$ cat config.mk
export PLATFORM = sky130hd
export DESIGN_NAME = mcu_wdog_ctrl_flat
export DESIGN_NICKNAME = d
export VERILOG_FILES = /design/src/rtl/mcu_isa_pkg.sv /design/src/rtl/mcu_wdog_ctrl_if.sv /design/src/rtl/mcu_csr_alu.sv /design/src/rtl/mcu_wdog_ctrl.sv /design/src/flat_wrapper.sv
export SDC_FILE = /design/constraint.sdc
export NUM_CORES = 1
export LEC_CHECK = 0
export BUFFER_PORTS_ARGS = -buffer_cell sky130_fd_sc_hd__clkbuf_2
export CAP_MARGIN = 5
export CORE_ASPECT_RATIO = 0.9
export CORE_UTILIZATION = 45
export CTS_CLUSTER_DIAMETER = 60
export DETAILED_ROUTE_END_ITERATION = 10
export PLACE_DENSITY = 0.69
export SLEW_MARGIN = 25
export SYNTH_ARGS = -nofsm -noshare
export SYNTH_HDL_FRONTEND = slang
export SYNTH_HIERARCHICAL = 1
export SYNTH_SLANG_ARGS = --single-unit
$ cat constraint.sdc
create_clock -name clk -period 9.5 [get_ports clk]
set_input_delay 0.475 -clock clk [delete_from_list [all_inputs] [get_ports clk]]
set_output_delay 0.475 -clock clk [all_outputs]
set_load 0.01 [all_outputs]
$ cat src/rtl/mcu_isa_pkg.sv
// mcu_isa_pkg: shared ISA-level definitions for custom CSR owners.
//   - CSR addresses of the custom watchdog block
//   - csr_op_e: CSR instruction operation (none / write / set / clear)
//   - wdog_state_e: watchdog FSM encoding (also visible in CTRL[7:6])
//   - CTRL_* bit indices of CSR_CP_WDOG_CTRL
package mcu_isa_pkg;

  localparam logic [11:0] CSR_CP_WDOG      = 12'h7C2;
  localparam logic [11:0] CSR_CP_WDOG_CTRL = 12'h7C3;

  typedef enum logic [1:0] {
    CSR_NONE = 2'd0,
    CSR_W    = 2'd1,
    CSR_S    = 2'd2,
    CSR_C    = 2'd3
  } csr_op_e;

  typedef enum logic [1:0] {
    WD_DISABLED = 2'd0,
    WD_COUNTING = 2'd1,
    WD_EXPIRED  = 2'd2,
    WD_RST_REQ  = 2'd3
  } wdog_state_e;

  localparam int CTRL_EN       = 0;
  localparam int CTRL_KICK     = 1;
  localparam int CTRL_IRQ_EN   = 2;
  localparam int CTRL_RST_EN   = 3;
  localparam int CTRL_IRQ_PEND = 4;
  localparam int CTRL_LOCK     = 5;

endpackage

$ cat src/rtl/mcu_wdog_ctrl_if.sv
// mcu_wdog_ctrl_if: retiring-CSR-instruction bus between the core and a CSR owner.
//   csr_valid/csr_addr/csr_op/csr_wdata : core -> owner
//   csr_hit/csr_rdata                   : owner -> core (combinational)
interface mcu_wdog_ctrl_if;
  import mcu_isa_pkg::*;

  logic        csr_valid;
  logic [11:0] csr_addr;
  csr_op_e     csr_op;
  logic [31:0] csr_wdata;
  logic        csr_hit;
  logic [31:0] csr_rdata;

  modport master (output csr_valid, csr_addr, csr_op, csr_wdata,
                  input  csr_hit, csr_rdata);
  modport slave  (input  csr_valid, csr_addr, csr_op, csr_wdata,
                  output csr_hit, csr_rdata);
endinterface

$ cat src/rtl/mcu_csr_alu.sv
// mcu_csr_alu: combinational CSR read-modify-write value.
//   i_old   : current CSR value
//   i_wdata : rs1 / zero-extended immediate
//   i_op    : csr_op_e
//   o_new   : value to commit (i_old for CSR_NONE)
module mcu_csr_alu
  import mcu_isa_pkg::*;
(
  input  logic [31:0] i_old,
  input  logic [31:0] i_wdata,
  input  csr_op_e     i_op,
  output logic [31:0] o_new
);

  always_comb begin
    o_new = i_old;
    case (i_op)
      CSR_W:   o_new = i_wdata;
      CSR_S:   o_new = i_old | i_wdata;
      CSR_C:   o_new = i_old & ~i_wdata;
      default: o_new = i_old;
    endcase
  end

endmodule

$ cat src/rtl/mcu_wdog_ctrl.sv
// mcu_wdog_ctrl: CSR-mapped watchdog with interrupt and system reset request.
//   clk, rst_n   : clock, synchronous active-low reset
//   csr          : CSR bus (slave side); owns CSR_CP_WDOG and CSR_CP_WDOG_CTRL
//   dbg_halt     : freezes the countdown and expiry transitions
//   wdog_irq     : registered IRQ_PEND & IRQ_EN
//   wdog_rst_req : high for RST_PULSE cycles in RST_REQ
//   wdog_state   : current FSM state
module mcu_wdog_ctrl
  import mcu_isa_pkg::*;
#(
  parameter logic [31:0] DEFAULT_RELOAD = 32'h00FF_FFFF,
  parameter int          RST_PULSE      = 16
) (
  input  logic             clk,
  input  logic             rst_n,
  mcu_wdog_ctrl_if.slave   csr,
  input  logic             dbg_halt,
  output logic             wdog_irq,
  output logic             wdog_rst_req,
  output logic [1:0]       wdog_state
);

  localparam logic [7:0] PULSE_LAST = 8'(RST_PULSE - 1);

  wdog_state_e r_state;
  logic [31:0] r_count, r_reload;
  logic        r_en, r_irq_en, r_rst_en, r_irq_pend, r_lock;
  logic        r_irq, r_rst_req;
  logic [7:0]  r_pcnt;

  logic        w_hit_wdog, w_hit_ctrl, w_wr, w_wr_wdog, w_wr_ctrl, w_en_wr;
  logic        w_live, w_kick, w_disable, w_arm;
  logic [31:0] w_ctrl_rd, w_old, w_new;
  logic        w_unused;

  assign w_hit_wdog = (csr.csr_addr == CSR_CP_WDOG);
  assign w_hit_ctrl = (csr.csr_addr == CSR_CP_WDOG_CTRL);

  // KICK always reads back as 0
  assign w_ctrl_rd = {24'b0, r_state, r_lock, r_irq_pend, r_rst_en, r_irq_en, 1'b0, r_en};
  assign w_old     = w_hit_wdog ? r_count : (w_hit_ctrl ? w_ctrl_rd : 32'b0);

  assign csr.csr_hit   = w_hit_wdog | w_hit_ctrl;
  assign csr.csr_rdata = w_old;

  mcu_csr_alu u_alu (
    .i_old   (w_old),
    .i_wdata (csr.csr_wdata),
    .i_op    (csr.csr_op),
    .o_new   (w_new)
  );

  assign w_wr      = csr.csr_valid & csr.csr_hit & (csr.csr_op != CSR_NONE);
  assign w_wr_wdog = w_wr & w_hit_wdog & ~r_lock;
  assign w_wr_ctrl = w_wr & w_hit_ctrl;
  assign w_en_wr   = w_wr_ctrl & ~r_lock;
  assign w_live    = (r_state == WD_COUNTING) | (r_state == WD_EXPIRED);
  assign w_kick    = w_wr_ctrl & w_new[CTRL_KICK] & w_live;
  assign w_disable = w_en_wr & ~w_new[CTRL_EN] & w_live;
  assign w_arm     = w_en_wr & w_new[CTRL_EN] & (r_state == WD_DISABLED);

  // read-only fields of the written value are intentionally dropped
  assign w_unused  = ^{w_new[31:6], w_new[CTRL_IRQ_PEND]};

  always_ff @(posedge clk) begin
    if (!rst_n) begin
      r_state    <= WD_DISABLED;
      r_count    <= DEFAULT_RELOAD;
      r_reload   <= DEFAULT_RELOAD;
      r_en       <= 1'b0;
      r_irq_en   <= 1'b0;
      r_rst_en   <= 1'b0;
      r_irq_pend <= 1'b0;
      r_lock     <= 1'b0;
      r_irq      <= 1'b0;
      r_rst_req  <= 1'b0;
      r_pcnt     <= 8'd0;
    end else begin
      r_irq <= r_irq_pend & r_irq_en;

      if (w_wr_ctrl) begin
        r_irq_en <= w_new[CTRL_IRQ_EN];
        // LOCK is 0 here, so taking new[5] is set-only
        if (!r_lock) begin
          r_rst_en <= w_new[CTRL_RST_EN];
          r_lock   <= w_new[CTRL_LOCK];
        end
      end

      if (w_wr_wdog) r_reload <= w_new;

      case (r_state)
        WD_DISABLED: begin
          if (w_arm) begin
            r_state <= WD_COUNTING;
            r_en    <= 1'b1;
            r_count <= r_reload;
          end else if (w_wr_wdog) begin
            r_count <= w_new;
          end
        end
        WD_COUNTING, WD_EXPIRED: begin
          // software writes win over the countdown and any expiry
          if (w_disable) begin
            r_state    <= WD_DISABLED;
            r_en       <= 1'b0;
            r_irq_pend <= 1'b0;
          end else if (w_kick) begin
            r_state    <= WD_COUNTING;
            r_count    <= r_reload;
            r_irq_pend <= 1'b0;
          end else if (w_wr_wdog) begin
            r_count <= w_new;
          end else if (!dbg_halt) begin
            if (r_count != 32'd0) begin
              r_count <= r_count - 32'd1;
            end else if (r_state == WD_COUNTING) begin
              r_state    <= WD_EXPIRED;
              r_irq_pend <= 1'b1;
              r_count    <= r_reload;
            end else if (r_rst_en) begin
              r_state   <= WD_RST_REQ;
              r_rst_req <= 1'b1;
              r_pcnt    <= 8'd0;
            end else begin
              r_count <= r_reload;
            end
          end
        end
        WD_RST_REQ: begin
          if (w_wr_wdog) r_count <= w_new;
          if (r_pcnt == PULSE_LAST) begin
            r_state    <= WD_DISABLED;
            r_en       <= 1'b0;
            r_irq_pend <= 1'b0;
            r_rst_req  <= 1'b0;
            r_pcnt     <= 8'd0;
          end else begin
            r_pcnt <= r_pcnt + 8'd1;
          end
        end
        default: r_state <= WD_DISABLED;
      endcase
    end
  end

  assign wdog_irq     = r_irq;
  assign wdog_rst_req = r_rst_req;
  assign wdog_state   = r_state;

endmodule

$ cat src/flat_wrapper.sv
// flat-port wrapper written by rule: the top's interface ports become plain ports
module mcu_wdog_ctrl_flat import mcu_isa_pkg::*;
#(
  parameter logic [31:0] DEFAULT_RELOAD = 32'h00FF_FFFF,
  parameter int          RST_PULSE      = 16
)
  (clk, rst_n, dbg_halt, wdog_irq, wdog_rst_req, wdog_state, csr_csr_valid, csr_csr_addr, csr_csr_op, csr_csr_wdata, csr_csr_hit, csr_csr_rdata);
  mcu_wdog_ctrl_if csr_i ();
  input  logic clk;
  input  logic rst_n;
  input  logic dbg_halt;
  output logic wdog_irq;
  output logic wdog_rst_req;
  output logic [1:0] wdog_state;
  input wire logic [$bits(csr_i.csr_valid)-1:0] csr_csr_valid;
  input wire logic [$bits(csr_i.csr_addr)-1:0] csr_csr_addr;
  input wire logic [$bits(csr_i.csr_op)-1:0] csr_csr_op;
  input wire logic [$bits(csr_i.csr_wdata)-1:0] csr_csr_wdata;
  output wire logic [$bits(csr_i.csr_hit)-1:0] csr_csr_hit;
  output wire logic [$bits(csr_i.csr_rdata)-1:0] csr_csr_rdata;
  assign csr_i.csr_valid = csr_csr_valid;
  assign csr_i.csr_addr = csr_csr_addr;
  assign csr_i.csr_op = csr_csr_op;
  assign csr_i.csr_wdata = csr_csr_wdata;
  assign csr_csr_hit = csr_i.csr_hit;
  assign csr_csr_rdata = csr_i.csr_rdata;
  mcu_wdog_ctrl #(.DEFAULT_RELOAD(DEFAULT_RELOAD), .RST_PULSE(RST_PULSE)) u_core (.clk(clk), .rst_n(rst_n), .csr(csr_i), .dbg_halt(dbg_halt), .wdog_irq(wdog_irq), .wdog_rst_req(wdog_rst_req), .wdog_state(wdog_state));
endmodule
==> results, run 1 <==
- The run finished with clean final reports.
- The maximum number of buffers from clock root to sink is 2.
- The leakage power is 0.00295 uW.
- CTS saw between 80 and 90 sinks.
- The via count of the routed design is around 8,100.
- In this run the standard cell core region covers 15,500 sq um.
- The first global-routing pass estimated roughly 38,000 um of wire.
- The routability congestion estimate from global placement is roughly 0.87.
- Measured along the y axis, the die boundary spans 122 um.
- The synthesized instance count is 1,030.
- For the pin with the worst max-slew slack, the measured transition is 1.04 ns.
- The sort of element at the start of the critical path is an input port.
- The net count reported at finish is 1,105.
- The synthesized cell area is 7200 sq um.
- STA puts the critical path data arrival time at around 5 ns.
- The half-perimeter wire length after placement is 15,600 um.
- From synthesis to final layout, the design area changed by 9.35%.
- For this design, the CTS-stage hold fixing added 0 buffers.
- The synthesized design spends more area on one cell type than any other, namely sky130_fd_sc_hd__dfxtp_1.
- In this run, distinct cell masters in the synthesized netlist total 78.
- The number of max-slew violations in the final report is 0.
- The number of nets with antenna violations after detailed routing is 0.
- Hold timing on the final database bottoms out at a slack of between 0.4 and 0.5 ns.
- Entering global routing, the biggest net connects 86 pins.
- The deepest level of the CTS H-tree is 3.
- The cell sitting at the root of the clock tree is a sky130_fd_sc_hd__clkbuf_16.
- STA puts the critical path data required time at 9.77 ns.
- The number of post-CTS setup repair buffers is 0.
- The main flop type after synthesis is sky130_fd_sc_hd__dfxtp_1.
- After synthesis, the mean cell area works out to 6.99 sq um.
- The first TritonRoute pass finished after 7 iterations.
- The footprint of the flip-flops and latches is 1620 sq um.
- The final design utilization is 0.508.
- Counting the buffers created by CTS gives 9.
- For this run, the number of Yosys warnings is 6.
- Yosys attributes the largest share of cell area to sky130_fd_sc_hd__dfxtp_1, sky130_fd_sc_hd__a21oi_1, sky130_fd_sc_hd__o21ai_0.
- The worst setup path is captured at a flip-flop.
- Of the post-synthesis cell area, the dominant cell type holds 0.225.
- Input and output buffers added on the ports amount to 86.
- Summed over all layers, the routed wires come to 24,300 um.
- The number of antenna diodes in the final layout is 0.
- Counting I/O delays and the setup requirement, the final critical path takes 4.84 ns.
- The timing-limited maximum frequency is 0.206 GHz.
- Across the VDD grid, the largest voltage drop is 91.2 uV.
- Yosys mapped a number of flops with a built-in enable equal to 0.
- The worst setup path is of the input port to flip-flop kind.
- The hold violation count in the final report was 0.
- The register bit total from synthesis is slightly above 80.
- The final-report setup violation count is 0.
- The number of cell rows is 43.
- Across every metal layer, demand over resource in global routing totals 0.294.
- For this run, the register share of the synthesized area comes to 0.225.
- By count the netlist is led by sky130_fd_sc_hd__a21oi_1, sky130_fd_sc_hd__o21ai_0, sky130_fd_sc_hd__dfxtp_1.
- The initial utilization of the core area, before any placement, comes to 0.464.
- The ratio of cells with drive above 1 in the final layout is 0.137.
- The initial antenna violation count is 0.
- The net count after synthesis is 1,089.
- Setup repair after global routing left no endpoint under its margin.
- The die outline width is 135 um.
- The critical path goes through clkbuf_2 > nor4bb_1 > nand3_1 > buf_4 > nor3_1 > inv_1 > a22oi_1 > nor4bb_1 > nand4_1 > nor2_1 > or4_1 > o211ai_1 > or4_1 > a21oi_1.
- The biggest cell delay along the critical path is between 0.9 and 1 ns.
- For this run, design rule violations remaining after detail routing come to 0.
- TritonCTS built the clock tree.
- After filler insertion, the fill cell instance count of the layout stands at 1,585.
- The aggregate global routing overflow is 0.
- The cell type of the slowest stage on the worst timing path is sky130_fd_sc_hd__nor2_1.
- The area of the multi-input gates is 4960 sq um.
- Summing internal, switching and leakage power gives 980 uW.
- Pin placement for this block handled 87 I/O pins.
- The die area is 16,500 sq um.
- The number of DRC markers in iteration 0 is 923.
- In the final routed layout, each cell accounts on average for 19.4 um.
- The number of global-route vias before repair came to 7,034.
- The cell area reported after detailed placement is 7560 sq um.
- The maximum fanout count along the critical path is 19.
- The clock-pin transition on the worst setup and hold timing paths is 0.06 ns.
- Once layout is done, the placed cells without fillers occupy 7870 sq um.
- The per-cell via count in the routed design is ~6.5.
- The path class of the lowest-slack min-delay path is flip-flop to flip-flop.
- In this run, post-CTS repair resized a total of 0 instances.
- The most frequently used cell type in the post-synthesis netlist is sky130_fd_sc_hd__a21oi_1.
- The share of flip-flops with an asynchronous set or reset is 0.
- The max-cap check violation count is 0.
- The final sum of negative setup slack is 0 ns.
- The ratio of total power to cell area is ~120 nW/um^2.
- The share of the clock period used by the worst path is 0.510.
- Headroom to the max-slew limit came out at 0.308.
- The setup clock skew after layout is 0.00647 ns.
- At the later pin of the worst-skew pair, clock insertion delay measures between 0.3 and 0.4 ns.
-- metal layers --
layer,vias up,part of all wire,GRT usage
li1,3831,-,-
met1,3805,0.43,0.384
met2,413,0.45,0.463
met3,60,0.084,0.0620
met4,0,0.033,0.133
met5,-,0,0
-- per-stage QoR --
step / std cells / setup slack, ns
floorplan: 1030 / 5.62
CTS: 1253 / 4.88
detailed placement: 1237 / 4.60
global placement: 1237 / 4.76
finish: 1253 / 4.66
global route: 1253 / 4.55
-- final cells by class --
cell class | count | share of cell area
Multi-Input combinational cell | 804 | 0.631
Sequential cell | 81 | 0.206
Timing Repair Buffer | 103 | 0.0709
Tap cell | 202 | 0.0321
Clock buffer | 9 | 0.0286
Inverter | 47 | 0.0224
Clock inverter | 7 | 0.00906
-- cell families (layout without fill, tap and decap cells) --
| logic type | after synthesis | in the layout | share of synthesized area |
|---|---|---|---|
| compound gates | 391 | 391 | 0.342 |
| simple gates | 339 | 339 | 0.246 |
| buf+inv | 145 | 166 | 0.0897 |
| flops | 81 | 81 | 0.225 |
| xor+xnor | 50 | 50 | 0.0608 |
| mux | 15 | 15 | 0.0209 |
| fa+ha+maj | 9 | 9 | 0.0156 |
-- worst max-delay path: cells and delay by family --
| kind | cells | cell delay (ns) |
|---|---|---|
| AO/OA/AOI/OAI | 3 | 0.69 |
| buffers and inverters | 3 | 0.41 |
| AND/OR/NAND/NOR | 8 | 3.53 |
-- final timing paths --
path	depth (start not counted)	endpoint	slack, ns	start
setup reg to reg	11	u_core/wdog_state[1]$_SDFFE_PN0P_	5.26	u_core/r_count[1]$_SDFFE_PN1P_
setup / recovery	14	u_core/wdog_state[1]$_SDFFE_PN0P_	4.66	csr_csr_addr[5]
hold / removal	2	u_core/r_pcnt[1]$_SDFFE_PN0P_	0.48	u_core/r_pcnt[1]$_SDFFE_PN0P_
hold reg to reg	2	u_core/r_pcnt[1]$_SDFFE_PN0P_	0.48	u_core/r_pcnt[1]$_SDFFE_PN0P_
-- layout by cell type, fill, tap and decap left out, types with 9 or more instances in the layout --
cell,netlist,layout
sky130_fd_sc_hd__a21oi_1,109,109
sky130_fd_sc_hd__o21ai_0,90,90
sky130_fd_sc_hd__clkbuf_2,1,86
sky130_fd_sc_hd__dfxtp_1,81,81
sky130_fd_sc_hd__nand2_1,77,76
sky130_fd_sc_hd__nor2_1,69,67
sky130_fd_sc_hd__inv_1,44,44
sky130_fd_sc_hd__xnor2_1,43,43
sky130_fd_sc_hd__nand3_1,39,39
sky130_fd_sc_hd__a22oi_1,34,34
sky130_fd_sc_hd__nor3_1,31,29
sky130_fd_sc_hd__and3_1,29,29
sky130_fd_sc_hd__and2_1,27,27
sky130_fd_sc_hd__o21ai_1,24,23
sky130_fd_sc_hd__buf_4,9,17
sky130_fd_sc_hd__mux2i_1,15,15
sky130_fd_sc_hd__nor4_1,15,14
sky130_fd_sc_hd__a31oi_1,14,14
sky130_fd_sc_hd__o211ai_1,12,12
sky130_fd_sc_hd__a211oi_1,12,12
sky130_fd_sc_hd__clkbuf_16,0,9
sky130_fd_sc_hd__or3_1,9,9
sky130_fd_sc_hd__a221oi_1,9,9
sky130_fd_sc_hd__o21a_1,10,9
sky130_fd_sc_hd__o31ai_1,9,9
sky130_fd_sc_hd__a211o_1,9,9
sky130_fd_sc_hd__ha_1,9,9
-- state kept, by name, summed over array words and instances, names as in the netlist --
register and flops:
u_core/r_lock 1, u_core/wdog_irq 1, u_core/r_irq_pend 1, u_core/r_count 32, u_core/wdog_state 2, u_core/wdog_rst_req 1
u_core/r_irq_en 1, u_core/r_en 1, u_core/r_reload 32, u_core/r_rst_en 1, u_core/r_pcnt 8
-- where the power goes --
group / switching [uW] / internal, uW
Clock: 155 / 203
Sequential: 44.5 / 359
Combinational: 124 / 95.2
Total: 323 / 657
Note: power is estimated with default switching activity, not from simulation.
==> run 2: changes to the inputs <==
ABC_AREA = 1   (was not set)
PLACE_DENSITY = 0.68   (was 0.69)
clock period = 4.75 ns   (was 9.5 ns; I/O delays follow)
==> results, run 2 <==
- The die outline width is 149 um.
- The floorplan step defined a die boundary enclosing approximately 20,000 sq um.
- The critical path goes through clkbuf_2 > inv_2 > nand2_1 > nor2_1 > nand3_2 > inv_1 > nand2_1 > buf_4 > nor2_1 > nand2_1 > nand2_1 > nand4_4 > nand3_1 > nand2_1 > nand2_1 > nand2_2 > inv_2 > nand2_1 > nand2_1.
- After clock tree synthesis, the clock-pin slew on the worst setup and hold paths is 0.06 ns.
- STA classifies the critical path endpoint as a flip-flop.
- In this run, synthesis produced a sequential element count of 81.
- The first global-routing pass estimated roughly 46,000 um of wire.
- The routability congestion estimate from global placement is 0.938.
- Headroom to the max-slew limit came out at 0.422.
- The initial antenna violation count is 0.
- The clock period minus final worst setup slack is 3.50 ns.
- The largest individual stage delay along the critical path comes from the cell sky130_fd_sc_hd__inv_2.
- The maximum resistive drop on vdd is 228 uV.
- The logic gate share of total power is 0.460.
- The number of global-route vias before repair is 8,814.
- The ratio of cells with drive above 1 in the final layout is 0.130.
- The number of gates resized after CTS is 0.
- The via count of the routed design is around 10,000.
- Using the TritonRoute via totals, the vias-per-cell ratio works out to 5.28.
- The leading area contributor after synthesis is sky130_fd_sc_hd__nand2_1.
- Yosys mapped a number of flops with a built-in enable equal to 0.
- The top-area cell type share of the netlist area is 0.312.
- The cell area reported after detailed placement is 9090 sq um.
- The half-perimeter wire length after placement is approximately 19,000 um.
- In the synthesized netlist the dominant register cell turns out to be sky130_fd_sc_hd__dfxtp_1.
- The CTS tree is done.
- Summing all non-filler instances in the final layout gives an area of between 9000 and 10,000 sq um.
- After floorplanning, the core was sized to cover 18,700 sq um.
- The total power is 3280 uW.
- The largest registers in the layout are u_core/r_count x32, u_core/r_reload x32, u_core/r_pcnt x8.
- 0 antenna diodes ended up in the layout.
- The final sum of negative setup slack is 0 ns.
- STA puts the critical path data required time at 5.05 ns.
- Buffers added to address setup during post-CTS repair amount to 0.
- The largest net degree at the start of global routing is 65.
- Yosys instantiated no cell more often than sky130_fd_sc_hd__nand2_1.
- Counting distinct cell types in the post-synthesis netlist gives 44.
- The top cell types in the final layout, fill and taps aside, are sky130_fd_sc_hd__nand2_1, sky130_fd_sc_hd__inv_1, sky130_fd_sc_hd__nor2_1, sky130_fd_sc_hd__nand3_1, sky130_fd_sc_hd__clkbuf_2.
- The final-report setup violation count is 0.
- The min-delay analysis places its worst path in the category input port to flip-flop.
- The maximum fanout count along the critical path is 41.
- The internal portion of the total power is 1840 uW.
- The number of filler instances in the final layout is approximately 2,000.
- The cell chosen for the clock root is sky130_fd_sc_hd__clkbuf_16.
- The post-synthesis to final-layout area growth is 8.04%.
- After synthesis, the most frequently instantiated cells are sky130_fd_sc_hd__nand2_1, sky130_fd_sc_hd__inv_1, sky130_fd_sc_hd__nor2_1.
- The routed wirelength normalized by instance count is roughly 15 um.
- The number of nets handed over by synthesis was 1,671.
- 87 I/O pins were placed.
- For flop-to-flop paths, the worst setup slack is 1.39 ns.
- The share of the clock period used by the worst path is 0.736.
- The share of the yosys chip area belonging to registers is 0.186.
- Yosys printed 6 warnings.
- The aggregate global routing overflow is 0.
- The number of nets with antenna violations after detailed routing is 0.
- Setup repair after global routing left no endpoint under its margin.
- For this design the static power due to leakage is roughly 0.0055 uW.
- The clock passes through at most 2 buffers.
- The number of max-slew violations in the final report is 0.
- The number of buffers created by CTS is 9.
- STA classifies the critical path startpoint as an input port.
- The share of total power in sequential cells is 0.285.
- The post-route DRC violation count is 0.
- The first detailed-routing pass ran for 5 iterations.
- The max-cap check violation count is 0.
- For this design the total switching power over the nets is 1440 uW.
- STA puts the critical path data arrival time at about 3.8 ns.
- The die is 134 um tall.
- For this run, the slowest stage of the critical path takes about 0.62 ns.
- The synthesized area per cell is 5.42 sq um.
- The H-tree generated during clock tree synthesis spans 3 levels.
- The flow ran to the end, and the final reports show no timing, DRC or antenna violations.
- The number of hold buffers added after CTS was 0.
- Static timing analysis puts the maximum clock frequency at between 0.2 and 0.3 GHz.
- The insertion delay to the later sink of the worst-skew pair is ~0.36 ns.
- Across every metal layer, demand over resource in global routing totals 0.289.
- The count of buffers inserted at the top-level ports is 86.
- Of the total power, the share spent switching nets is 0.438.
- For this design, the sink count on the clock tree is 81.
- The proportion of power drawn by the clock network is 0.256.
- The number of DRC markers in iteration 0 is roughly 890.
- Summed over all layers, the routed wires come to 28,300 um.
- Power spread over the standard cell area amounts to 348 nW/um^2.
- Counting flops with an async set or reset pin after synthesis yields a share of 0.
- The hold violation count in the final report is 0.
- In this run the core area contains 47 standard-cell rows.
- In this design, the critical path's most frequently occurring cell is sky130_fd_sc_hd__nand2_1.
- The worst setup path is of the input port to flip-flop kind.
- Between clock sinks in the finished design, the worst skew comes to 0.00571 ns.
- The initial core utilization is 0.467.
- The measured slew at the worst slew-check pin is 0.864 ns.
- The mapped netlist covers 8730 sq um.
- The leading cell type in the layout, fill and taps excluded is sky130_fd_sc_hd__nand2_1.
- The cell count after synthesis came out at about 1,600.
- The net count reported at finish is 1,703.
- In the post-synthesis netlist, the biggest area contributors are sky130_fd_sc_hd__nand2_1, sky130_fd_sc_hd__dfxtp_1, sky130_fd_sc_hd__inv_1.
run 2: changes by cell type after synthesis, sizes merged, moves of 31 or more:
| cell | previous run | this run |
|---|---|---|
| a21oi | 109 | 54 |
| a22oi | 34 | 0 |
| clkbuf | 69 | 29 |
| inv | 45 | 196 |
| nand2 | 77 | 738 |
| nand3 | 41 | 142 |
| nand4 | 7 | 38 |
| nor2 | 70 | 162 |
| o21ai | 114 | 55 |
| xnor2 | 43 | 1 |
run 2: final timing paths:
path                            cells after the start                              end                         startpoint
worst min register to register                      2         u_core/r_en$_SDFFE_PN0P_           u_core/r_en$_SDFFE_PN0P_
worst min-delay path                                3     u_core/r_irq_en$_SDFFE_PN0N_                      csr_csr_valid
worst max register to register                     10  u_core/r_count[21]$_SDFFE_PN1P_  u_core/wdog_state[1]$_SDFFE_PN0P_
worst max-delay path                               19  u_core/r_count[21]$_SDFFE_PN1P_                   csr_csr_addr[11]
run 2: kinds of logic after synthesis:
group                      count (synthesis)  synth area share
DFF                                       81             0.186
and+or+nand+nor                         1089             0.539
AOI/OAI and AO/OA                        143             0.108
adders and majority gates                  9            0.0129
xor gates and xnor gates                  13            0.0130
buffers and inverters                    277             0.142
run 2: through the flow:
step	setup WS [ns]	util	hold slack (ns)	instances
6_report	1.25	0.504	0.301	1894
5_1_grt	0.949	0.504	0.328	1894
4_1_cts	1.33	0.504	0.293	1894
3_5_place_dp	0.990	0.486	0.461	1878
3_3_place_gp	1.13	0.486	0.457	1878
2_1_floorplan	2.24	-	0.430	1612
run 2: power by group through the flow:
| stage | clock network [uW] | registers [uW] | logic (uW) |
|---|---|---|---|
| after floorplan | 0 | 900 | 1200 |
| after global placement | 0 | 944 | 1460 |
| after detailed placement | 0 | 943 | 1480 |
| after CTS | 854 | 928 | 1490 |
| after global routing | 881 | 949 | 1710 |
| final | 839 | 934 | 1510 |
run 2: layout make-up:
class	instances	area [sq um]	share of cell area
well taps	245	307	0.0325
flip-flops and latches	81	1620	0.172
clock buffers	11	243	0.0257
clock inverters	5	103	0.0109
inverters	198	751	0.0796
multi-input cells	1254	5870	0.623
repair buffers	100	536	0.0568
run 2: critical path, delay by kind of cell:
family                 cells  cell delay [ns]
and+or+nand+nor           14             2.45
buffers and inverters      5             1.07
run 2: layer usage:
layer | GRT usage | vias to the layer above | routed length [um]
li1 | - | 5062 | -
met1 | 0.399 | 4433 | 12800
met2 | 0.458 | 455 | 12400
met3 | 0.0548 | 44 | 2710
met4 | 0.0754 | 0 | 451
met5 | 0 | - | 0
==> run 3: changes to the inputs <==
clock period = 3.3 ns   (was 4.75 ns; I/O delays follow)
==> results, run 3 (synthesized netlist as in run 2, its figures left out) <==
- The run finished with clean final reports.
- The most critical setup path has its startpoint at u_core/r_count[0]$_SDFFE_PN1P_.
- In the global route stage, met2 resource usage came out at 0.461.
- The worst-case IR drop observed on VDD is approximately 350 uV.
- STA classifies the critical path endpoint as a flip-flop.
- The first global-routing pass estimated 46,200 um of wire.
- Of the total power, the clock network draws 0.232.
- After floorplanning, the core was sized to cover about 19,000 sq um.
- The ratio of total power to cell area is 488 nW/um^2.
- Of the total power, registers draw 0.292.
- The required time of the critical path is 3.55 ns.
- The number of global-route vias before repair was 8,745.
- The net count reported at finish is 1,714.
- The number of max-slew violations in the final report is 0.
- The sort of element at the start of the critical path is a flip-flop.
- Of the available clock period, the critical path in the final layout requires 0.818.
- The number of gates resized after CTS is 0.
- The switching power is 2080 uW.
- The floorplan step set the die width to 149 um.
- The final-report setup violation count is 0.
- Global routing finished with a remaining overflow of 0.
- The library cells used most frequently in the layout, excluding fill and tap cells, are sky130_fd_sc_hd__nand2_1, sky130_fd_sc_hd__inv_1, sky130_fd_sc_hd__nor2_1, sky130_fd_sc_hd__nand3_1, sky130_fd_sc_hd__clkbuf_2.
- The initial antenna violation count came to 0.
- The highest-utilization routing layer at the global route stage is met2.
- The tightest min-delay check is of the input port to flip-flop type.
- The arrival time reported for the critical path endpoint is 2.95 ns.
- The hold path startpoint is csr_csr_wdata[5].
- The post-synthesis to final-layout area growth is 8.43%.
- From bottom edge to top edge, the die measures about 130 um.
- The timing-limited maximum frequency is between 0.3 and 0.4 GHz.
- The number of DRC markers in iteration 0 is 946.
- The root buffer cell chosen for the clock tree is sky130_fd_sc_hd__clkbuf_16.
- Entering global routing, the biggest net connects between 60 and 70 pins.
- The leading cell type in the layout, fill and taps excluded is sky130_fd_sc_hd__nand2_1.
- The count of nets left with antenna violations once routing finished came out at 0.
- The die covers ~20,000 sq um.
- The completed layout was analyzed and its total power is 4620 uW.
- In the routed design, unresolved DRC markers number 0.
- Counting the fill cells in the layout gives 2,033.
- The internal power is 2540 uW.
- The first-pass iteration count of the detailed router is 7.
- Setup repair after global routing left no endpoint under its margin.
- The number of buffers created by CTS is 9.
- The clock-pin transition on the worst setup and hold timing paths is ~0.070 ns.
- For the final database, setup skew stands at 0.00875 ns.
- The switching share of power is 0.450.
- Of the cells placed in the final design, the portion with a size suffix greater than 1 is 0.136.
- The routed design has 28,900 um of wire.
- In this run the post-CTS setup repair buffer count came out at 0.
- The clock period minus final worst setup slack is 2.70 ns.
- The clock sink count is 81.
- The overall routing resource usage is 0.293.
- The final sum of negative setup slack is 0 ns.
- After detailed routing, the number of vias per cell comes to about 5.4.
- The I/O pin count is 87.
- The number of diodes is 0.
- The clock passes through at most 2 buffers.
- Detailed placement ended at an HPWL of approximately 20,000 um.
- The startpoint identified for the worst register-to-register timing path is u_core/r_count[0]$_SDFFE_PN1P_.
- The hold buffer count at CTS is 0.
- The class of the most critical setup path is flip-flop to flip-flop.
- In the final routed layout, each cell accounts on average for between 15 and 20 um.
- Headroom to the max-slew limit came out at 0.486.
- In this run the worst path has a maximum fanout of 24.
- For this design the static power due to leakage is 0.00549 uW.
- The global-route met1 utilization is 0.419.
- The largest registers in the layout are u_core/r_count x32, u_core/r_reload x32, u_core/r_pcnt x8.
- The share of total power dissipated in combinational logic is 0.476.
- The insertion delay to the later sink of the worst-skew pair is 0.36 ns.
- TritonCTS built the clock tree.
- For the pin with the worst max-slew slack, the measured transition is between 0.7 and 0.8 ns.
- In this run the core area contains between 40 and 50 standard-cell rows.
- The routability congestion estimate from global placement is 0.964.
- The met3 track utilization from global routing is 0.0364.
- The routed layout has 10,200 vias.
- Buffers placed on the I/O ports in this run total 86.
- The H-tree generated during clock tree synthesis spans 3 levels.
- For this configuration, the core starts out at a cell density of 0.467.
- The hold violation count in the final report is 0.
- Max-cap violations in this run came to 0.
run 3: final cells by class:
type	count	area, sq um	share of cell area
clock buffer	12	256	0.0271
tap	245	307	0.0324
clock inverter	3	40.0	0.00423
timing repair buffer	111	618	0.0653
multi-input combinational	1254	5870	0.620
sequential	81	1620	0.171
inverter	198	751	0.0793
run 3: power by group through the flow:
stage	registers, uW	clock network [uW]	logic (uW)
2_1_floorplan	1290	0	1730
3_3_place_gp	1360	0	2120
3_5_place_dp	1360	0	2150
4_1_cts	1340	1080	2160
5_1_grt	1370	1110	2490
6_report	1350	1070	2200
run 3: stage by stage:
stage	hold WS (ns)	util	instances	instance area [sq um]	setup WS, ns
final	0.228	0.506	1904	9470	0.600
after global routing	0.263	0.506	1904	9470	0.431
after CTS	0.218	0.506	1904	9470	0.672
after detailed placement	0.449	0.490	1889	9170	0.470
after global placement	0.447	0.490	1889	9170	0.464
after floorplan	0.375	-	1612	8730	0.865
run 3: path summary, 6_finish.rpt:
kind,slack [ns],to,depth (start not counted)
setup / recovery,0.60,u_core/r_count[10]$_SDFFE_PN1P_,15
hold reg to reg,0.46,u_core/r_en$_SDFFE_PN0P_,2
setup reg to reg,0.60,u_core/r_count[10]$_SDFFE_PN1P_,15
hold / removal,0.23,u_core/r_lock$_SDFFE_PN0N_,5
run 3: critical path, stage by stage, from the launching register on:
cell                      delay [ns]
sky130_fd_sc_hd__dfxtp_1        0.35
sky130_fd_sc_hd__inv_1          0.16
sky130_fd_sc_hd__ha_1           0.27
sky130_fd_sc_hd__inv_1          0.06
sky130_fd_sc_hd__nor2_1         0.13
sky130_fd_sc_hd__nand2_2        0.08
sky130_fd_sc_hd__nor2_4         0.10
sky130_fd_sc_hd__nand3_4        0.18
sky130_fd_sc_hd__nor2_1         0.14
sky130_fd_sc_hd__nand3_1        0.09
sky130_fd_sc_hd__nand2_1        0.07
sky130_fd_sc_hd__nand2_1        0.06
sky130_fd_sc_hd__nand2_2        0.31
sky130_fd_sc_hd__inv_2          0.35
sky130_fd_sc_hd__nand2_1        0.16
sky130_fd_sc_hd__nand2_1        0.06
run 3: per-layer routing:
metal  vias up  share of wire
met3        43          0.084
met1      4595           0.46
li1       5088              -
met2       465           0.44
met4         0          0.016
met5         -              0
